===== config.mk =====
export PLATFORM = sky130hd
export DESIGN_NAME = execute_cc_stage
export DESIGN_NICKNAME = d
export VERILOG_FILES = /design/src/rtl/execute_cc_stage.sv
export SDC_FILE = /design/constraint.sdc
export NUM_CORES = 1
export LEC_CHECK = 0
export CELL_PAD_IN_SITES_DETAIL_PLACEMENT = 1
export CELL_PAD_IN_SITES_GLOBAL_PLACEMENT = 2
export CORE_ASPECT_RATIO = 1.75
export CORE_UTILIZATION = 31
export CTS_BUF_LIST = sky130_fd_sc_hd__clkbuf_2 sky130_fd_sc_hd__clkbuf_4 sky130_fd_sc_hd__clkbuf_8
export CTS_CLUSTER_DIAMETER = 100
export CTS_CLUSTER_SIZE = 24
export DETAILED_ROUTE_END_ITERATION = 16
export PLACE_DENSITY_LB_ADDON = 0.08
export SLEW_MARGIN = 20
export SYNTH_ARGS = -nofsm -noshare
export SYNTH_HDL_FRONTEND = slang
export SYNTH_SLANG_ARGS = --single-unit

===== constraint.sdc =====
create_clock -name clk -period 10.6 [get_ports clk]
set_clock_uncertainty 0.05 [all_clocks]
set_input_delay 2.12 -clock clk [delete_from_list [all_inputs] [get_ports clk]]
set_output_delay 2.12 -clock clk [all_outputs]
set_load 0.01 [all_outputs]

===== src/rtl/execute_cc_stage.sv =====
// Y86 execute stage: ALU, registered condition codes, cmov/jXX evaluation and E->M pipeline register.
// Define EXEC_MUL_EN to add a multi-cycle mulq (OPq ifun 4) that stalls the front end via e_busy.
module execute_cc_stage #(
   parameter int unsigned W          = 64,
   parameter int unsigned MUL_CYCLES = 4
) (
   input  logic         clk,
   input  logic         rst,
   input  logic [1:0]   E_stat,
   input  logic [3:0]   E_icode,
   input  logic [3:0]   E_ifun,
   input  logic [W-1:0] E_valA,
   input  logic [W-1:0] E_valB,
   input  logic [W-1:0] E_valC,
   input  logic [3:0]   E_dstE,
   input  logic [3:0]   E_dstM,
   input  logic         set_cc,
   input  logic         M_stall,
   input  logic         M_bubble,
   output logic [W-1:0] e_valE,
   output logic [3:0]   e_dstE,
   output logic         e_busy,
   output logic         zf,
   output logic         sf,
   output logic         of,
   output logic [1:0]   M_stat,
   output logic [3:0]   M_icode,
   output logic         M_cnd,
   output logic [W-1:0] M_valE,
   output logic [W-1:0] M_valA,
   output logic [3:0]   M_dstE,
   output logic [3:0]   M_dstM
);

   typedef enum logic [1:0] {
      S_AOK = 2'b00,
      S_HLT = 2'b01,
      S_ADR = 2'b10,
      S_INS = 2'b11
   } stat_e;

   typedef enum logic [3:0] {
      I_HALT  = 4'h0,
      I_NOP   = 4'h1,
      I_CMOV  = 4'h2,
      I_IRMOV = 4'h3,
      I_RMMOV = 4'h4,
      I_MRMOV = 4'h5,
      I_OPQ   = 4'h6,
      I_JXX   = 4'h7,
      I_CALL  = 4'h8,
      I_RET   = 4'h9,
      I_PUSH  = 4'hA,
      I_POP   = 4'hB
   } icode_e;

   localparam logic [3:0]   REG_NONE = 4'hF;
   localparam logic [W-1:0] STACK_INC = W'(8);

   if (W < 8 || MUL_CYCLES < 2) begin : g_param_check
      $error("execute_cc_stage: W must be >= 8 and MUL_CYCLES >= 2");
   end

   logic         op_valid;
   logic         op_is_mul;
   logic         is_cond;
   logic         cnd;
   logic         ifun_bad;
   logic         cc_en;
   logic         new_of;
   logic [W-1:0] mul_lo;
   logic         mul_of;
   stat_e        stat_out;

`ifdef EXEC_MUL_EN
   localparam int unsigned CW = $clog2(MUL_CYCLES);
   localparam logic [CW-1:0] CNT_LAST = CW'(MUL_CYCLES - 1);

   logic [CW-1:0]  mul_cnt;
   logic [2*W-1:0] mul_full;

   // Sign-extended operands make the low 2W bits of the unsigned product equal the signed product.
   assign mul_full  = {{W{E_valB[W-1]}}, E_valB} * {{W{E_valA[W-1]}}, E_valA};
   assign mul_lo    = mul_full[W-1:0];
   assign mul_of    = (mul_full[2*W-1:W] != {W{mul_full[W-1]}});
   assign op_is_mul = (E_icode == I_OPQ) && (E_ifun == 4'd4);
   assign op_valid  = (E_ifun <= 4'd4);
   assign e_busy    = op_is_mul && (mul_cnt != CNT_LAST);

   // Counter parks on its last value while M is stalled so the result is not lost.
   always_ff @(posedge clk) begin
      if (rst)
         mul_cnt <= '0;
      else if (e_busy)
         mul_cnt <= mul_cnt + 1'b1;
      else if (!M_stall || !op_is_mul)
         mul_cnt <= '0;
   end
`else
   assign mul_lo    = '0;
   assign mul_of    = 1'b0;
   assign op_is_mul = 1'b0;
   assign op_valid  = (E_ifun <= 4'd3);
   assign e_busy    = 1'b0;
`endif

   always_comb begin
      e_valE = '0;
      new_of = 1'b0;
      case (E_icode)
         I_CMOV:           e_valE = E_valA;
         I_IRMOV:          e_valE = E_valC;
         I_RMMOV, I_MRMOV: e_valE = E_valB + E_valC;
         I_OPQ: begin
            case (E_ifun)
               4'd0: begin
                  e_valE = E_valB + E_valA;
                  new_of = (E_valA[W-1] == E_valB[W-1]) && (e_valE[W-1] != E_valB[W-1]);
               end
               4'd1: begin
                  e_valE = E_valB - E_valA;
                  new_of = (E_valA[W-1] != E_valB[W-1]) && (e_valE[W-1] != E_valB[W-1]);
               end
               4'd2: e_valE = E_valB & E_valA;
               4'd3: e_valE = E_valB ^ E_valA;
               4'd4: begin
                  if (op_is_mul) begin
                     e_valE = mul_lo;
                     new_of = mul_of;
                  end
               end
               default: e_valE = '0;
            endcase
         end
         I_CALL, I_PUSH:   e_valE = E_valB - STACK_INC;
         I_RET, I_POP:     e_valE = E_valB + STACK_INC;
         default:          e_valE = '0;
      endcase
   end

   assign is_cond = (E_icode == I_CMOV) || (E_icode == I_JXX);

   always_comb begin
      cnd = 1'b0;
      if (is_cond) begin
         case (E_ifun)
            4'd0:    cnd = 1'b1;
            4'd1:    cnd = (sf ^ of) | zf;
            4'd2:    cnd = sf ^ of;
            4'd3:    cnd = zf;
            4'd4:    cnd = ~zf;
            4'd5:    cnd = ~(sf ^ of);
            4'd6:    cnd = ~((sf ^ of) | zf);
            default: cnd = 1'b0;
         endcase
      end
   end

   assign ifun_bad = (is_cond && (E_ifun > 4'd6)) || ((E_icode == I_OPQ) && !op_valid);
   assign stat_out = ((stat_e'(E_stat) == S_AOK) && ifun_bad) ? S_INS : stat_e'(E_stat);

   always_comb begin
      e_dstE = E_dstE;
      if (((E_icode == I_CMOV) && !cnd) || ((E_icode == I_OPQ) && !op_valid))
         e_dstE = REG_NONE;
   end

   assign cc_en = (E_icode == I_OPQ) && op_valid && set_cc &&
                  (stat_e'(E_stat) == S_AOK) && !e_busy;

   always_ff @(posedge clk) begin
      if (rst) begin
         zf <= 1'b1;
         sf <= 1'b0;
         of <= 1'b0;
      end else if (cc_en) begin
         zf <= (e_valE == '0);
         sf <= e_valE[W-1];
         of <= new_of;
      end
   end

   always_ff @(posedge clk) begin
      if (rst || (!M_stall && (e_busy || M_bubble))) begin
         M_stat  <= S_AOK;
         M_icode <= I_NOP;
         M_cnd   <= 1'b0;
         M_valE  <= '0;
         M_valA  <= '0;
         M_dstE  <= REG_NONE;
         M_dstM  <= REG_NONE;
      end else if (!M_stall) begin
         M_stat  <= stat_out;
         M_icode <= E_icode;
         M_cnd   <= cnd;
         M_valE  <= e_valE;
         M_valA  <= E_valA;
         M_dstE  <= e_dstE;
         M_dstM  <= E_dstM;
      end
   end

endmodule


==> results of run 1 <==
## placed cells by master (no fill, tap or decap), drive strengths merged, types with 33 or more instances in the layout
cell,count
a211oi,52
a21o,64
a21oi,361
a221oi,34
a31oi,56
and3,36
buf,150
clkdlybuf4s50,425
dfxtp,146
ha,196
inv,173
mux2i,151
nand2,373
nand2b,35
nand3,101
nand4,103
nor2,382
nor2b,34
nor3,101
nor4,89
o211ai,54
o21ai,245
o21bai,36
o31ai,57
or3,33
or4,36
xnor2,127
xor2,43
## per-stage QoR
step / utilization / hold slack [ns]
floorplan: - / 0.4356
global placement: 0.3840 / 0.3976
detailed placement: 0.3841 / 0.4016
CTS: 0.3888 / 0.4182
global route: 0.3894 / 0.4378
finish: 0.3896 / 0.4159
## layout make-up
type / count / area [um2] / share of cell area
Clock inverter: 13 / 121.4 / 0.003839
Antenna cell: 6 / 15.01 / 0.0004749
Clock buffer: 19 / 261.5 / 0.008272
Sequential cell: 146 / 2923 / 0.09245
Tap cell: 1050 / 1314 / 0.04156
Timing Repair Buffer: 576 / 5429 / 0.1717
Multi-Input combinational cell: 3212 / 20910 / 0.6615
Inverter: 170 / 638.1 / 0.02018
## cells by family (layout without fill, tap and decap cells)
logic type / Yosys count / in the layout / synth area share
AO/OA/AOI/OAI: 1273 / 1273 / 0.3287
adder cells (fa/ha/maj): 200 / 200 / 0.09897
other: 1 / 7 / 0.0001471
XOR/XNOR: 170 / 170 / 0.05842
buffers and inverters: 457 / 778 / 0.06804
multiplexers: 157 / 157 / 0.06240
AND/OR/NAND/NOR: 1411 / 1411 / 0.2686
flip-flops: 146 / 146 / 0.1147
## worst register-to-register path, delay by kind of cell, from the launching register on
kind                      cells  cell delay, ns
and+or+nand+nor               5            0.53
AOI/OAI and AO/OA             5            1.07
xor gates and xnor gates      1            0.20
DFF                           1            0.35
## where the power goes
part           leakage [nW]  switching [mW]  internal, mW
Clock                 0.183           0.317         0.182
Combinational          10.7            1.21         0.600
Sequential             1.19          0.0140         0.574
## metal layers
layer  global-route usage  vias to the layer above  routed length (um)
met5                    0                        -                  13
met4               0.5363                        2               27730
met3               0.1158                      958               12080
met2               0.7723                     1845               92230
met1               0.4256                    17054               60800
li1                     -                    14872                   -
## worst max-delay path by stage
stage                            end       start  slack (ns)  depth (start not counted)
after global routing      e_valE[63]  E_valB[14]        0.48                         13
after floorplan           e_valE[57]  E_icode[0]        1.48                         20
after global placement    e_valE[57]   E_valB[3]        0.71                         14
after CTS                 e_valE[57]   E_valB[3]        0.68                         14
after detailed placement  e_valE[57]   E_valB[3]        0.72                         14
final                     e_valE[57]   E_valB[3]        0.63                         14
## sequential cells by signal, indices dropped and copies added (netlist names)
signal,cells
M_valA,64
M_valE,64
M_dstE,4
M_dstM,4
M_icode,4
M_stat,2
M_cnd,1
of,1
sf,1
zf,1
==> run_results.csv, run 1 <==
group,metric,value,unit
status,status,"finished, final reports clean",
setup_path,reg2reg_to,"M_dstE[2]",
yosys,synthMostInstantiatedCell,"nor2_1",
setup_path,r2r_setup_slack,8.34,ns
setup_path,reg2reg_depth,11,
yosys,yosys.area.top_type,"dfxtp_1",
setup_path,worstPathCellList,"clkdlybuf4s50_1 -> ha_1 -> nand2_1 -> or4_1 -> a221o_1 -> a221o_1 -> a211oi_1 -> mux2_2 -> xor2_1 -> o221ai_1 -> a211oi_1 -> buf_4 -> o21ai_0 -> clkdlybuf4s50_1",
routing,via_per_inst,6.689,
global_route,antenna_found_initial,7,
routing,initialDrtViolationCount,2955,
yosys,netlist.area_leader.share,0.1147,
floorplan,rows,138,
global_route,grt_pass1_wl,272.1,mm
layout,final_design_area_no_fill,31610,um2
timing,hold_violations,0,
setup_path,cp_slowest_stage_delay,0.88,ns
power_and_ir_drop,p_total,2.895,mW
min_path,whs_path_depth,2,
yosys,synth_cell_type_count,87,
yosys,netlist_area,25490,um2
power_and_ir_drop,p_per_area,91.57,nW/um2
yosys,synth_flop_cell,"dfxtp_1",
place,dp_hpwl,155.0,mm
timing,max_freq,0.1003,GHz
min_path,min_from,"M_valE[16]",
cts,clockBufferDepth,2,
cts,cts_buffers,17,
cts,clk-insertion-delay-late,0.63,ns
min_path,min-delay-path-class,"reg2reg",
layout,area_growth,24.05,%
place,pre_cts_ws,0.7198,ns
routing,drt_wl_total,192.8,mm
timing,slew_headroom,0.09964,
routing,dr.pass1.iters,6,
cts,cts_sinks,146,
cts,cts-htree-levels,4,
place,io_buffers,428,
routing,ant_nets,0,
yosys,synth_nets,4229,
layout,drive_above_1_share,0.06020,
yosys,syn_inst,3815,
min_path,hold_end,"M_valE[16]",
global_route,grt_pass1_vias,35533,
cts,cts.clk_slew.worst_paths,0.10,ns
yosys,synth-edff-count,0,
setup_path,crit_fanout,11,
global_route,grt_max_degree,75,
setup_path,cp.buffers_inverters,3,
timing,min_period,9.972,ns
layout,fin_cells,5192,
floorplan,die_w,218.7,um
setup_path,cp-end-kind,"output port",
yosys,syn_area_per_cell,6.680,um2
floorplan,ios,430,
place,dp.cells,5149,
setup_path,crit_arrival,7.80,ns
floorplan,die_area,83410,um2
cts,cts_tree,"done",
routing,drc,0,
yosys,ys_top_cells_by_area,"dfxtp_1 11%, ha_1 9.6%, a21oi_1 7.1%",
power_and_ir_drop,leakage,12.09,nW
global_route,grt_overflow,0,
cts,post-cts-setup-buffer-count,0,
yosys,synth_commonest_cells,"382 x nor2_1, 373 x nand2_1, 361 x a21oi_1",
timing,tns,0,ns
floorplan,coreArea,81150,um2
job,drv_cap,0,
layout,num-nets-final,4537,
setup_path,crit_family,"compound AO/OA/AOI/OAI gates",
timing,worstMarginPinSlew,1.336,ns
yosys,yosysSeqAreaShare,0.1147,
cts,cts_hold_buffers,0,
yosys,ys_ff_latch,146,
setup_path,path_class,"in2out",
cts,clock-root-buffer,"clkbuf_8",
global_route,grt_usage,0.4620,
setup_path,r2r-start,"sf",
timing,period_share,0.9408,
routing,vias,34731,
layout,fillers,10281,
power_and_ir_drop,ir_drop,0.08580,mV
floorplan,initial_core_util,0.3140,
cts,ctsResizeCount,0,
routing,routedWlPerCell,37.14,um
timing,worst_slack,0.6276,ns
setup_path,cp-start-kind,"input port",
setup_path,crit_slowest_cell,"clkdlybuf4s50_1",
yosys,ys_warn_count,0,
place,place_area,31170,um2
yosys,async_flop_share,0,
place,place_congestion,1.067,
setup_path,cp_data_required_time,8.43,ns
timing,finalSetupViolCount,0,
timing,rsz0062_at_grt,"false",
floorplan,die_h,381.3,um
timing,maxSlewViolCount,0,
No activity file was read; power rests on OpenSTA's default activity.
==> run 2, diff against run 1 <==
--- a/config.mk
+++ b/config.mk
@@ -8,11 +8,12 @@
 export CELL_PAD_IN_SITES_DETAIL_PLACEMENT = 1
 export CELL_PAD_IN_SITES_GLOBAL_PLACEMENT = 2
 export CORE_ASPECT_RATIO = 1.75
-export CORE_UTILIZATION = 31
+export CORE_UTILIZATION = 25
 export CTS_BUF_LIST = sky130_fd_sc_hd__clkbuf_2 sky130_fd_sc_hd__clkbuf_4 sky130_fd_sc_hd__clkbuf_8
 export CTS_CLUSTER_DIAMETER = 100
 export CTS_CLUSTER_SIZE = 24
 export DETAILED_ROUTE_END_ITERATION = 16
+export MAX_ROUTING_LAYER = met4
 export PLACE_DENSITY_LB_ADDON = 0.08
 export SLEW_MARGIN = 20
 export SYNTH_ARGS = -nofsm -noshare
==> run_results.csv, run 2 (synthesis results as in run 1) <==
group,metric,value,unit
status,status,"finished, final reports clean",
routing,drt_wl_total,203.7,mm
routing,vias,33730,
layout,drive_above_1_share,0.07013,
setup_path,path_class,"in2out",
place,io_buffers,428,
cts,clockBufferDepth,2,
global_route,grt_overflow,0,
setup_path,cp-end-kind,"output port",
setup_path,cp_data_required_time,8.43,ns
routing,wl_met3,8.798,mm
place,dp_hpwl,166.5,mm
layout,num-nets-final,4579,
cts,cts_hold_buffers,0,
cts,ctsResizeCount,0,
power_and_ir_drop,pwr-share-seq,0.200,
timing,period_share,0.9577,
timing,rsz0062_at_grt,"false",
floorplan,die_area,103300,um2
floorplan,ios,430,
setup_path,worstPathCellList,"clkdlybuf4s50_1 -> inv_1 -> ha_1 -> inv_1 -> a21oi_1 -> o31ai_1 -> a31oi_1 -> nand2_1 -> a22oi_1 -> o21ai_0 -> mux2i_1 -> nand3_1 -> clkdlybuf4s50_1",
layout,fillers,12526,
routing,routedWlPerCell,36.94,um
cts,post-cts-setup-buffer-count,0,
setup_path,crit_slowest_cell,"a22oi_1",
floorplan,die_h,424.4,um
job,drv_cap,0,
power_and_ir_drop,p_total,2.940,mW
layout,final_common_cell,"clkdlybuf4s50_1",
floorplan,coreArea,100800,um2
timing,min_period,10.15,ns
routing,dr.pass1.iters,6,
timing,maxSlewViolCount,0,
setup_path,cp_slowest_stage_delay,0.84,ns
power_and_ir_drop,intPower,1.377,mW
power_and_ir_drop,clockPowerShare,0.175,
power_and_ir_drop,p_per_area,91.06,nW/um2
timing,finalSetupViolCount,0,
setup_path,cp-start-kind,"input port",
timing,max_freq,0.09851,GHz
power_and_ir_drop,power.switching,1.564,mW
floorplan,initial_core_util,0.2529,
setup_path,cp.buffers_inverters,4,
timing,tns,0,ns
routing,via_per_inst,6.117,
timing,hold_violations,0,
floorplan,die_w,243.4,um
power_and_ir_drop,ir_drop,0.1132,mV
cts,cts.clk_slew.worst_paths,0.09,ns
routing,drc,0,
routing,initialDrtViolationCount,2297,
setup_path,crit_family,"compound AO/OA/AOI/OAI gates",
global_route,antenna_found_initial,12,
layout,reg_top3,"M_valA: 64 flops, M_valE: 64 flops",
cts,cts_tree,"done",
cts,cts_buffers,17,
routing,routed-wl-met2,100.1,mm
setup_path,r2r_setup_slack,8.19,ns
power_and_ir_drop,p_comb_frac,0.625,
global_route,grt_pass1_vias,35246,
min_path,min-delay-path-class,"reg2reg",
timing,worstMarginPinSlew,1.305,ns
cts,cts-htree-levels,4,
cts,cts_sinks,146,
routing,ant_nets,0,
routing,highest_layer,"met4",
place,place_congestion,1.030,
cts,clock-root-buffer,"clkbuf_8",
global_route,grt_usage,0.3979,
layout,area_growth,26.70,%
power_and_ir_drop,switching_share,0.5318,
routing,wl_met1,66.33,mm
setup_path,crit_fanout,10,
power_and_ir_drop,leakage,12.32,nW
global_route,grt_pass1_wl,278.6,mm
layout,final_cell_mix,"425 x clkdlybuf4s50_1, 379 x nor2_1, 373 x nand2_1",
timing,slew_headroom,0.1300,
floorplan,rows,154,
setup_path,crit_arrival,7.98,ns
global_route,grt_max_degree,67,
cts,clk-insertion-delay-late,0.63,ns
run 2: cell types whose count changed in the layout (fill, tap and decap cells not counted), sizes merged:
cell      change
buf          +42
clkbuf        +2
clkinvlp      -3
clkinv        +2
diode         +4
inv           -1
run 2: power by group through the flow:
stage,Combinational (mW),Sequential (mW),Clock (mW)
after floorplan,0.878,0.612,0
after global placement,1.78,0.600,0
after detailed placement,1.78,0.601,0
after CTS,1.79,0.588,0.534
after global routing,1.91,0.592,0.549
final,1.84,0.588,0.515
run 2: layer usage:
layer  up-vias  global-route usage
li1      14943                   -
met1     16552              0.3489
met2      1412              0.6812
met3       823             0.06078
met4         0              0.4662
met5         -                   -
run 2: worst register-to-register path, stage by stage (launching register included):
cell and delay (ns):
dfxtp_1 0.40, xnor2_1 0.18, nand3_1 0.12, o21ai_0 0.09, nand2_1 0.08, o221ai_1 0.11, o211ai_1 0.14, nor2_1 0.07
a2111oi_1 0.66, or2_2 0.25, nor2_1 0.04, o21ai_0 0.16
run 2: final timing paths:
check,start,endpoint,depth (start not counted)
hold / removal,M_valE[3],M_valE[3],2
setup / recovery,E_valA[9],e_valE[48],13
hold reg to reg,M_valE[3],M_valE[3],2
setup reg to reg,of,M_dstE[3],11
run 2: layout make-up:
cell class	instances	area, um2	share of cell area
Timing Repair Buffer	618	5746	0.1779
Tap cell	1326	1659	0.05138
Inverter	170	638.1	0.01976
Clock buffer	21	282.8	0.008757
Clock inverter	11	90.09	0.002790
Antenna cell	10	25.02	0.0007750
Sequential cell	146	2923	0.09051
Multi-Input combinational cell	3212	20930	0.6481
run 2: metrics by stage:
| stage | util | instances | cell area (um2) | setup WS [ns] | hold slack [ns] |
|---|---|---|---|---|---|
| floorplan | - | 3815 | 25490 | 1.480 | 0.4356 |
| global placement | 0.3159 | 5467 | 31830 | 0.6739 | 0.3988 |
| detailed placement | 0.3160 | 5469 | 31840 | 0.6905 | 0.4065 |
| CTS | 0.3197 | 5501 | 32220 | 0.6556 | 0.4216 |
| global route | 0.3204 | 5512 | 32290 | 0.5320 | 0.4427 |
| finish | 0.3204 | 5514 | 32290 | 0.4485 | 0.4178 |
